[src/rtl/primitive_graph_edge_loader.sv]
`default_nettype none
// ============================================================================
//  Module      : primitive_graph_edge_loader
//  Description : Collects a serial edge stream for one node, merges duplicate
//                neighbours with saturating weight accumulation, and presents
//                the adjacency list as a parallel record via valid/ready.
//                Optional build macro GRAPH_LOADER_SELF_LOOP_FILTER_EN drops
//                self-loop edges silently instead of storing them.
//  Revision    : 1.0 - initial release
// ============================================================================
module primitive_graph_edge_loader #(
    parameter int NODE_ID_WIDTH = 8,
    parameter int WEIGHT_WIDTH  = 16,
    parameter int MAX_SLOTS     = 16
) (
    input  logic                               clk,
    input  logic                               rst,
    input  logic                               in_valid,
    output logic                               in_ready,
    input  logic [NODE_ID_WIDTH-1:0]           in_node_id,
    input  logic [NODE_ID_WIDTH-1:0]           in_neighbor_id,
    input  logic [WEIGHT_WIDTH-1:0]            in_weight,
    input  logic                               in_null,
    input  logic                               in_last,
    output logic                               out_valid,
    input  logic                               out_ready,
    output logic [NODE_ID_WIDTH-1:0]           out_node_id,
    output logic [3:0]                         out_degree,
    output logic [MAX_SLOTS*NODE_ID_WIDTH-1:0] out_neighbor_ids,
    output logic [MAX_SLOTS*WEIGHT_WIDTH-1:0]  out_edge_weights,
    output logic                               out_overflow,
    output logic                               out_mismatch
);

    // Last slot is never filled, so the degree always fits in four bits.
    localparam logic [3:0] CAPACITY = 4'(MAX_SLOTS - 1);

    typedef enum logic [0:0] {
        FILL = 1'b0,
        HOLD = 1'b1
    } state_t;

    state_t                     state_q, state_d;
    logic                       first_q, first_d;
    logic [NODE_ID_WIDTH-1:0]   id_q, id_d;
    logic [3:0]                 degree_q, degree_d;
    logic [NODE_ID_WIDTH-1:0]   nbr_q [MAX_SLOTS];
    logic [NODE_ID_WIDTH-1:0]   nbr_d [MAX_SLOTS];
    logic [WEIGHT_WIDTH-1:0]    wt_q  [MAX_SLOTS];
    logic [WEIGHT_WIDTH-1:0]    wt_d  [MAX_SLOTS];
    logic                       ovf_q, ovf_d;
    logic                       mis_q, mis_d;

    logic                       accept;
    logic                       is_edge;
    logic                       id_bad;
    logic                       self_loop;
    logic                       hit;
    logic [3:0]                 hit_idx;
    logic [WEIGHT_WIDTH:0]      sum;

    assign in_ready = (state_q == FILL) && !rst;
    assign accept   = in_valid && in_ready;

    // Next-state, slot update, duplicate search and flag tracking.
    always_comb begin
        state_d  = state_q;
        first_d  = first_q;
        id_d     = id_q;
        degree_d = degree_q;
        nbr_d    = nbr_q;
        wt_d     = wt_q;
        ovf_d    = ovf_q;
        mis_d    = mis_q;
        hit      = 1'b0;
        hit_idx  = 4'd0;
        sum      = '0;

        // Only occupied slots take part in the duplicate search.
        for (int i = 0; i < MAX_SLOTS - 1; i++) begin
            if (!hit && (4'(i) < degree_q) && (nbr_q[i] == in_neighbor_id)) begin
                hit     = 1'b1;
                hit_idx = 4'(i);
            end
        end

        is_edge = accept && !in_null;
        id_bad  = is_edge && !first_q && (in_node_id != id_q);
`ifdef GRAPH_LOADER_SELF_LOOP_FILTER_EN
        // On the first beat the record id is the beat's own node id.
        self_loop = is_edge && !id_bad &&
                    (in_neighbor_id == (first_q ? in_node_id : id_q));
`else
        self_loop = 1'b0;
`endif

        case (state_q)
            FILL: begin
                if (accept) begin
                    first_d = 1'b0;
                    if (first_q) begin
                        id_d = in_node_id;
                    end
                    if (id_bad) begin
                        mis_d = 1'b1;
                    end else if (is_edge && !self_loop) begin
                        if (hit) begin
                            sum = {1'b0, wt_q[hit_idx]} + {1'b0, in_weight};
                            wt_d[hit_idx] = sum[WEIGHT_WIDTH] ? '1 : sum[WEIGHT_WIDTH-1:0];
                        end else if (degree_q < CAPACITY) begin
                            nbr_d[degree_q] = in_neighbor_id;
                            wt_d[degree_q]  = in_weight;
                            degree_d        = degree_q + 4'd1;
                        end else begin
                            ovf_d = 1'b1;
                        end
                    end
                    if (in_last) begin
                        state_d = HOLD;
                    end
                end
            end
            HOLD: begin
                if (out_ready) begin
                    state_d  = FILL;
                    first_d  = 1'b1;
                    id_d     = '0;
                    degree_d = '0;
                    ovf_d    = 1'b0;
                    mis_d    = 1'b0;
                    for (int i = 0; i < MAX_SLOTS; i++) begin
                        nbr_d[i] = '0;
                        wt_d[i]  = '0;
                    end
                end
            end
            default: state_d = FILL;
        endcase
    end

    // Register update; reset discards any partial or held record.
    always_ff @(posedge clk) begin
        if (rst) begin
            state_q  <= FILL;
            first_q  <= 1'b1;
            id_q     <= '0;
            degree_q <= '0;
            ovf_q    <= 1'b0;
            mis_q    <= 1'b0;
            for (int i = 0; i < MAX_SLOTS; i++) begin
                nbr_q[i] <= '0;
                wt_q[i]  <= '0;
            end
        end else begin
            state_q  <= state_d;
            first_q  <= first_d;
            id_q     <= id_d;
            degree_q <= degree_d;
            ovf_q    <= ovf_d;
            mis_q    <= mis_d;
            nbr_q    <= nbr_d;
            wt_q     <= wt_d;
        end
    end

    assign out_valid    = (state_q == HOLD);
    assign out_node_id  = id_q;
    assign out_degree   = degree_q;
    assign out_overflow = ovf_q;
    assign out_mismatch = mis_q;

    generate
        for (genvar g = 0; g < MAX_SLOTS; g++) begin : g_pack
            assign out_neighbor_ids[g*NODE_ID_WIDTH +: NODE_ID_WIDTH] = nbr_q[g];
            assign out_edge_weights[g*WEIGHT_WIDTH +: WEIGHT_WIDTH]   = wt_q[g];
        end
    endgenerate

endmodule
`default_nettype wire

[config.mk]
export PLATFORM = sky130hd
export DESIGN_NAME = primitive_graph_edge_loader
export DESIGN_NICKNAME = d
export VERILOG_FILES = /design/src/rtl/primitive_graph_edge_loader.sv
export SDC_FILE = /design/constraint.sdc
export NUM_CORES = 1
export LEC_CHECK = 0
export CORE_MARGIN = 2
export CORE_UTILIZATION = 30
export DETAILED_ROUTE_END_ITERATION = 10
export HOLD_SLACK_MARGIN = 0.08
export PLACE_DENSITY_LB_ADDON = 0.15
export SYNTH_ARGS = -nofsm -noshare
export SYNTH_HDL_FRONTEND = slang
export SYNTH_SLANG_ARGS = --single-unit
export TNS_END_PERCENT = 100
[constraint.sdc]
create_clock -name clk -period 11.69 [get_ports clk]
set_input_delay 1.7535 -clock clk [delete_from_list [all_inputs] [get_ports clk]]
set_output_delay 1.7535 -clock clk [all_outputs]
set_load 0.01 [all_outputs]
# Word-level counts from Yosys, hierarchy flattened
# Index checks and enable logic that the tools add are counted.
[word_totals]
elab_cells = 232
ff_bits = 400
out_inout_bits = 400
input_bits = 38
[classes]
reduce_logical = 59
n_lt_le_gt_ge = 20
bitwise_logic = 3
addsub = 2
mux = 84
eq_ne = 26
[op_table]
columns = ["operator", "count"]
rows = [
  ["two-way mux 256 bit", 6],
  ["two-way mux 128 bit", 6],
  ["bitwise mux 256 bit", 2],
  ["one-hot mux 256 bit (2 select lines)", 1],
  ["one-hot mux 128 bit (2 select lines)", 1],
  ["bitwise mux 128 bit", 1],
  ["demux 16 bit (select 4 bit)", 2],
  ["== test 8 bit", 15],
  ["two-way mux 16 bit", 5],
  ["two-way mux 4 bit", 18],
  ["binary-select mux 16 bit (select 4 bit)", 1],
  ["logical AND 1 bit", 36],
  ["demux 8 bit (select 4 bit)", 1],
  ["two-way mux 8 bit", 4],
  ["two-way mux 1 bit", 29],
  ["less-than comparator 4 bit, first input constant", 7],
  ["adder 16 x 16 -> 17 bit", 1],
  ["zero test 1 bit", 17],
  ["less-than comparator 3 x 4 -> 1 bit, first input constant", 4],
  ["inequality test 2 bit, second input constant", 8],
  ["one-hot mux 8 bit (2 select lines)", 1],
  ["AND reduction 6 bit", 2],
  [">= comparator 5 bit, second input constant", 2],
  ["less-than comparator 5 x 1 -> 1 bit, second input constant", 2],
  ["15 further kinds", 22],
]

# Logic depth before layout (Yosys ltp)
# Gate-level depths: netlist (run 1).
[depth]
word_depth = 71
depth_mapped = 30
mapped_depth_nobuf = 25

# Least setup slack after synthesis (run 1)
# No wires, ideal clock.
[synth_path]
path_kind = "input-to-reg"
start = "input port in_neighbor_id[1]"
end = "register wt_q, in the netlist out_edge_weights[217]"
stages = 27
arrival_ps = 6807
path_slack_ps = 4792
path_buffers = 5
setup_time_ps = 91
t_required_ps = 11599
path_cell_list = "buf_2 > buf_6 > xnor2_1 > nand3_1 > nor4_2 > nor2_1 > o21ba_2 > or2_1 > buf_2 > nand2_2 > nand2_1 > a32o_1 > nor4_1 > ha_1 > inv_1 > fa_1 > nor2b_1 > o31a_1 > o2111a_1 > nor3_1 > nand4b_1 > and2_1 > clkbuf_1 > a21oi_2 > clkbuf_1 > nand2_1 > a311oi_1"
[synth_between]
elab_chain_cells = 71
word_cells_on_any_way = 106
cone_classes = "1 x add/sub; 2 x order compare; 16 x eq/ne; 41 x mux; 1 x bitwise; 45 x reduce/logical"
[synth_lines]
columns = ["item", "line_no", "text"]
rows = [
  ["from (decl)", "21", "input logic [NODE_ID_WIDTH-1:0] in_neighbor_id,"],
  ["== test 8 bit", "81", "if (!hit && (4'(i) < degree_q) && (nbr_q[i] == in_neighbor_id)) begin"],
  ["logical AND 1 bit", "81", ""],
  ["two-way mux 1 bit", "81", ""],
  ["zero test 1 bit", "81", ""],
  ["logical AND 1 bit (2 in series)", "81", ""],
  ["two-way mux 1 bit", "81", ""],
  ["zero test 1 bit", "81", ""],
  ["logical AND 1 bit (2 in series)", "81", ""],
  ["[... 53 more ...]", "n/a", ""],
  ["adder 16 x 16 -> 17 bit", "108", "sum = {1'b0, wt_q[hit_idx]} + {1'b0, in_weight};"],
  ["two-way mux 16 bit", "109", "wt_d[hit_idx] = sum[WEIGHT_WIDTH] ? '1 : sum[WEIGHT_WIDTH-1:0];"],
  ["bitwise mux 256 bit", "109", ""],
  ["two-way mux 256 bit", "107", "if (hit) begin"],
  ["two-way mux 256 bit", "106", "end else if (is_edge && !self_loop) begin"],
  ["two-way mux 256 bit", "104", "if (id_bad) begin"],
  ["two-way mux 256 bit", "99", "if (accept) begin"],
  ["one-hot mux 256 bit (2 select lines)", "97", "case (state_q)"],
  ["to (signal assigned)", "162", "wt_q <= wt_d;"],
  ["to (decl)", "49", "logic [WEIGHT_WIDTH-1:0] wt_q [MAX_SLOTS];"],
]
# Parallel ways exist; a longest one is shown, timed or not. The select of a mux whose other input is x is not followed.
# A chain may end at the register's enable or synchronous reset.

# Worst setup path in the final report (run 1)
[layout_path]
start = "input port in_neighbor_id[7]"
end = "register wt_q, in the netlist out_edge_weights[60]"
# Same word-level chain as after synthesis.

==> results of run 1 <==
routing by layer:
layer / vias up / share of wire
li1: 10240 / -
met1: 11400 / 0.39
met2: 1391 / 0.48
met3: 298 / 0.086
met4: 4 / 0.053
met5: - / 0.00023
registers in the layout, summed over array words and instances, names as in the netlist:
| register | cells |
|---|---|
| out_mismatch | 1 |
| first_q | 1 |
| out_node_id | 8 |
| out_degree | 4 |
| out_valid | 1 |
| out_edge_weights | 256 |
| out_neighbor_ids | 128 |
| out_overflow | 1 |
critical path: cells and delay by family:
| kind | cells | cell delay, ps |
|---|---|---|
| buffers and inverters | 4 | 2150 |
| adders and majority gates | 2 | 700 |
| and+or+nand+nor | 13 | 3330 |
| AOI/OAI and AO/OA | 5 | 1990 |
| xor gates and xnor gates | 1 | 120 |
final timing paths:
kind | endpoint | slack [ps] | cells past startpoint | startpoint
max reg2reg | out_edge_weights[60]$_SDFFE_PP0P_ | 3380 | 22 | out_degree[3]$_SDFFE_PP0P_
max | out_edge_weights[60]$_SDFFE_PP0P_ | 2110 | 25 | in_neighbor_id[7]
min | out_mismatch$_SDFFE_PP0P_ | 440 | 2 | out_mismatch$_SDFFE_PP0P_
min reg2reg | out_mismatch$_SDFFE_PP0P_ | 440 | 2 | out_mismatch$_SDFFE_PP0P_
logic make-up (layout without fill, tap and decap cells):
family	count (synthesis)	after routing	synth area share
muxes	79	79	0.03933
xor gates and xnor gates	140	140	0.05711
buffers and inverters	257	598	0.05786
DFF	400	400	0.3729
other	0	1	0
adders and majority gates	21	21	0.01259
AOI/OAI and AO/OA	563	563	0.2063
and+or+nand+nor	1161	1161	0.2539
report_power, final:
group	leakage [nW]	internal (mW)	switching, mW
logic	5.73	0.150	0.256
clock network	0.778	0.879	0.657
registers	3.23	1.39	0.0361
per-stage QoR:
step / hold slack [ps] / cell area (um^2) / worst slack [ps]
finish: 443.8 / 27990 / 2109
detailed placement: 436.9 / 26400 / 1724
global route: 466.5 / 27990 / 1773
floorplan: 469.6 / 21470 / 4792
global placement: 435.6 / 26400 / 1886
CTS: 446.2 / 27990 / 2351
layout by cell type (no fill, tap or decap), drive strengths merged, types with 11 or more instances in the layout:
cell,netlist,layout
clkdlybuf4s50,0,436
dfxtp,400,400
nor2,314,314
nand2,265,265
nor3,262,262
a221oi,227,227
nand3,180,180
a21oi,149,149
xnor2,81,81
clkbuf,123,73
buf,119,60
xor2,59,59
mux2,43,43
o21ai,42,42
mux2i,36,36
and2,33,33
nand4,25,25
ha,20,20
nor4,19,19
a32oi,18,18
inv,15,17
o22ai,16,16
a32o,14,14
nor2b,14,14
a211oi,13,13
o31a,13,13
o31ai,13,13
nand2b,12,12
o221ai,11,11
cell type report:
type                       instances  area share
multi-input combinational       1964      0.4404
antenna                            1  0.00008941
inverter                          15    0.002012
clock buffer                      73     0.05020
timing repair buffer             496      0.1723
clock inverter                    14    0.006348
tap                              950     0.04247
sequential                       400      0.2862
==> results by group, run 1 <==
Setup path
  – Slowest cell on crit path: clkdlybuf4s50_1
  – Crit path largest cell delay: 1280 ps
  – Crit end category: register
  – Worst Path Arrival: around 10000 ps
  – WP data required: 12220 ps
  – Setup CP Type: input port to register
  – Crit start category: input port
  – CP Max Fanout: 32

Job
  – Max cap viols: 0

Clocking
  – Clock Path Buffers: 3
  – Num CTS Buffers: 48
  – Hold buffers post-CTS: 0
  – Clock-pin slew on the worst setup and hold paths: ~60 ps
  – PostCTS Resize Cnt: 0
  – Post-CTS Setup Inserts: 0
  – Clk_lat worst skew: 630 ps
  – Root Buffer: clkbuf_16
  – CTS tree: built
  – # H-tree levels: 2
  – Clock sink count: 400

Yosys
  – Ys async rst share: 0
  – Syn Std Cell Area: 21470 um^2
  – Ys Warns: 0
  – Share of the synthesized area in the top cell type: 0.3729
  – Post-Syn Instances: 2621
  – Mean Syn Cell Area: 8.192 um^2
  – Top post-synthesis cells by count: dfxtp_1, nor2_1, nand2_1
  – Synth top area cells: dfxtp_1, a221oi_1, nor3_1
  – Count leader, synth: dfxtp_1
  – Number of flops mapped to enable cells by yosys: 0
  – Ys flop type: dfxtp_1
  – Yosys reg bits: 400
  – Seq/Total Area, Yosys: 0.3729
  – Post-synthesis net count: 2680
  – Cell taking the most area after synthesis: dfxtp_1
  – Netlist cell types: 84

Finish
  – Storage cell area: between 8000 and 9000 um^2
  – Final net count: just under 3000
  – Core Util, Final: 0.3935
  – Syn-to-layout area delta: 30.35%
  – Layout cells sized above 1: 0.09149
  – Fill count: 7209
  – Multi-input combinational cell area: ~12000 um^2
  – Post-Layout Cell Count: between 3000 and 4000

Power
  – Total Power: roughly 3.4 mW
  – Pleak: 9.736 nW
  – Pwr dens: between 100 and 150 nW/um^2
  – VDD IR-drop max: 0.08996 mV

Drt
  – Final ANT Viol Nets: 0
  – Post-DR wirelength/cell: 27.98 um
  – Routed WL: 109.5 mm
  – DRC violations left: 0
  – Vias: 23320
  – Initial detailed-routing violation count: 2700
  – TritonRoute pass-1 iters: 6
  – Drt via density: just under 6

GRT
  – Initial antenna violation count: 3
  – Total gr overflow: 0
  – GR Util met3: 0.04989
  – First-pass GRT wire length: 157.2 mm
  – Total track usage: 0.2834
  – GRT met1 Usage: 0.3490
  – Met2 Resource Use GR: 0.4765
  – GR peak layer: met2
  – Vias in the first global route: around 23000
  – Pin count of the biggest net entering global routing: ~110

STA
  – Final worst-path cycle share: 0.8196
  – Slew @ Worst Pin: roughly 1400 ps
  – Final hold vios: 0
  – Fmax achieved: roughly 100 MHz
  – Final setup vio count: 0
  – Slew HR: 0.08293
  – Fin Clk Skew: 27.64 ps
  – RSZ-0062 raised after global routing: false
  – Min cycle time layout: 9581 ps
  – Pins Over Slew Limit: 0
  – Total Neg Setup Slack: 0 ps

Place
  – Number of buffers added on ports: 437
  – Placed wire-length estimate: 76.76 mm
  – Placed insts: 3825
  – RD Place Congestion: 0.9402

Die
  – Die W: roughly 270 um
  – Core area: 71120 um^2
  – Row cnt: 98
  – Die area: approximately 74000 um^2
  – Starting Density: 0.3019
  – I/O pin count: 438
  – Die Span Y: 271.5 um

Worst hold path
  – Hold Path Class: register to register

Outcome
  – Status: finished, final reports clean
(Power assumes the default switching activity.)
==> run 2, diff against run 1 <==
Clock period 11.69 ns to 8.5 ns, I/O delays scaled along.
==> results by group, run 2 (same netlist as run 1, synthesis figures left out) <==
Outcome
  – Status: finished with violations
  – Failing checks: slew limit

Clocking
  – # H-tree levels: 2 (unchanged)
  – Num CTS Buffers: 49 (+2.1%)
  – Clk_lat worst skew: 640 ps (about the same)
  – Clock Path Buffers: 3 (unchanged)
  – Clock-pin slew on the worst setup and hold paths: 60 ps (about the same)
  – Clock sink count: 400 (unchanged)
  – Post-CTS Setup Inserts: 0 (unchanged)
  – Hold buffers post-CTS: 0 (unchanged)
  – PostCTS Resize Cnt: 0 (unchanged)
  – CTS tree: built
  – Root Buffer: clkbuf_16

STA
  – RSZ-0062 raised after global routing: false
  – Fmax achieved: ~130 MHz
  – Final setup vio count: 0 (unchanged)
  – Min cycle time layout: 7741 ps
  – Slew HR: -0.08445 (-0.1674)
  – Slew @ Worst Pin: 1627 ps (+256.1 ps)
  – Fin Clk Skew: 38.48 ps (+10.83 ps)
  – Final hold vios: 0 (unchanged)
  – Final worst-path cycle share: 0.9107
  – Pins Over Slew Limit: 123 (+123)
  – Total Neg Setup Slack: 0 ps (unchanged)
  – Final setup margin: 759.1 ps (-1349 ps)

Drt
  – TritonRoute pass-1 iters: 6 (unchanged)
  – DRC violations left: 0 (unchanged)
  – Final ANT Viol Nets: 0 (unchanged)
  – Routed WL: 105.7 mm (-3.4%)
  – Vias: 22960 (-1.6%)
  – Drt via density: 5.816 (-2.4%)
  – Post-DR wirelength/cell: 26.78 um (-4.3%)
  – Initial detailed-routing violation count: 2506 (-7.2%)

Setup path
  – Cell mode on critical path: buf_4
  – Slowest cell on crit path: clkdlybuf4s50_1
  – Crit path buf inv count: 5 (+1)
  – Crit path largest cell delay: 840 ps (-440 ps)
  – Flop2flop setup slack: 1190 ps (-2190 ps)
  – R2R cell count: 27 (+23%)
  – CP Max Fanout: 13 (-59%)
  – Crit start category: input port
  – Crit end category: register
  – Worst Path Arrival: 8260 ps (-1850 ps)
  – Worst reg2reg path startpoint: out_degree[1]$_SDFFE_PP0P_
  – CP delay by family, top: simple AND/OR/NAND/NOR gates
  – Reg2reg end: out_edge_weights[224]$_SDFFE_PP0P_
  – Setup CP Type: input port to register
  – WP data required: 9020 ps (-3200 ps)

Die
  – Starting Density: 0.3019 (unchanged)
  – Row cnt: 98 (unchanged)
  – Die Span Y: 271.5 um (unchanged)
  – Die W: 271.5 um (unchanged)
  – Core area: 71120 um^2 (unchanged)
  – Die area: 73730 um^2 (unchanged)
  – I/O pin count: 438 (unchanged)

Place
  – Placed wire-length estimate: 76.96 mm (+0.26%)
  – Pre-CTS setup slack: 284.2 ps (-1440 ps)
  – RD Place Congestion: 0.9198 (-2.2%)
  – Number of buffers added on ports: 437 (unchanged)

GRT
  – Pin count of the biggest net entering global routing: 237 (+130%)
  – Initial antenna violation count: 3 (unchanged)
  – Vias in the first global route: 22130 (-2.4%)
  – First-pass GRT wire length: 153.4 mm (-2.4%)
  – Total track usage: 0.2751 (-0.008235)
  – Total gr overflow: 0 (unchanged)

Worst hold path
  – Hold EP: out_mismatch$_SDFFE_PP0P_
  – Hold Startpoint: out_mismatch$_SDFFE_PP0P_
  – Hold Path Class: register to register
  – WHS Path Cells: 2 (unchanged)

Power
  – Total Power: 4.718 mW (+40%)
  – Proportion of power drawn by flip-flops and latches: 0.416 (-0.008)
  – Pint: 3.411 mW (+41%)
  – Net Sw Frac: 0.2770 (-0.004615)
  – Pleak: 9.976 nW (+2.5%)
  – Gate power share: 0.121 (about the same)
  – Sw Pwr: 1.307 mW (+38%)
  – VDD IR-drop max: 0.1403 mV (+56%)
  – Pwr dens: 166.2 nW/um^2 (+38%)
  – Clock power frac: 0.463 (+0.007)

Finish
  – Final net count: 3019 (+1.2%)
  – Commonest non-fill, non-tap cells in the layout: clkdlybuf4s50_1, dfxtp_1, nor2_1, nand2_1, nor3_1
  – Diode count: 0 (-1)
  – Multi-input combinational cell area: 12300 um^2 (-0.22%)
  – Commonest non-fill, non-tap cell in the layout: clkdlybuf4s50_1
  – Layout cells sized above 1: 0.1004 (+0.008942)
  – Syn-to-layout area delta: 32.18%
  – Fill count: 7138 (-0.98%)
  – Max reg flops: 256 (unchanged)
  – Storage cell area: 8009 um^2 (unchanged)

Job
  – Max cap viols: 0 (unchanged)
==> run 2: changes by cell type in the layout (fill, tap and decap cells not counted), sizes merged <==
| cell | before | now |
|---|---|---|
| buf | 60 | 94 |
| inv | 17 | 19 |
| diode | 1 | 0 |
| clkinv | 9 | 7 |
| bufinv | 2 | 3 |
==> run 2: power groups by stage <==
stage / Combinational, mW / Clock (mW) / Sequential, mW
after floorplan: 0.307 / 0 / 2.00
after global placement: 0.561 / 0 / 2.00
after detailed placement: 0.563 / 0 / 2.00
after CTS: 0.566 / 2.22 / 1.96
after global routing: 0.608 / 2.29 / 1.97
final: 0.570 / 2.18 / 1.96
==> run 2: metal layers <==
| metal | GRT usage | share of wire |
|---|---|---|
| met2 | 0.4629 | 0.48 |
| met5 | 0 | 0 |
| met1 | 0.3463 | 0.40 |
| met3 | 0.04556 | 0.074 |
| met4 | 0.1196 | 0.046 |
==> run 2: final cells by class <==
type / count / area share
multi-input combinational: 1964 / 0.4334
sequential: 400 / 0.2822
timing repair buffer: 530 / 0.1824
clock buffer: 73 / 0.05096
tap: 950 / 0.04188
clock inverter: 15 / 0.007186
inverter: 15 / 0.001984
==> run 2: per-stage QoR <==
stage | utilization | hold WS (ps) | area [um^2] | instances
after floorplan | - | 469.6 | 21470 | 2621
after global placement | 0.3759 | 437.1 | 26730 | 3859
after detailed placement | 0.3759 | 445.9 | 26730 | 3859
after CTS | 0.3991 | 457.7 | 28380 | 3947
after global routing | 0.3991 | 480.7 | 28380 | 3947
final | 0.3991 | 451.6 | 28380 | 3947
==> run 2: how the worst max path moves through the flow <==
stage / startpoint / endpoint / slack [ps] / cells after the start
6_report: in_neighbor_id[4] / out_edge_weights[224]$_SDFFE_PP0P_ / 760 / 27
5_1_grt: in_neighbor_id[4] / out_edge_weights[176]$_SDFFE_PP0P_ / 460 / 27
4_1_cts: in_neighbor_id[1] / out_edge_weights[112]$_SDFFE_PP0P_ / 900 / 27
3_5_place_dp: in_neighbor_id[1] / out_edge_weights[112]$_SDFFE_PP0P_ / 280 / 27
3_3_place_gp: in_neighbor_id[5] / out_edge_weights[143]$_SDFFE_PP0P_ / 380 / 23
2_1_floorplan: in_neighbor_id[1] / out_edge_weights[217]$_SDFFE_PP0P_ / 2080 / 27
==> run 2: tightest hold or removal path: stages (launching register included) <==
cell and delay [ps]:
dfxtp_1 310, inv_1 40, a21oi_1 50
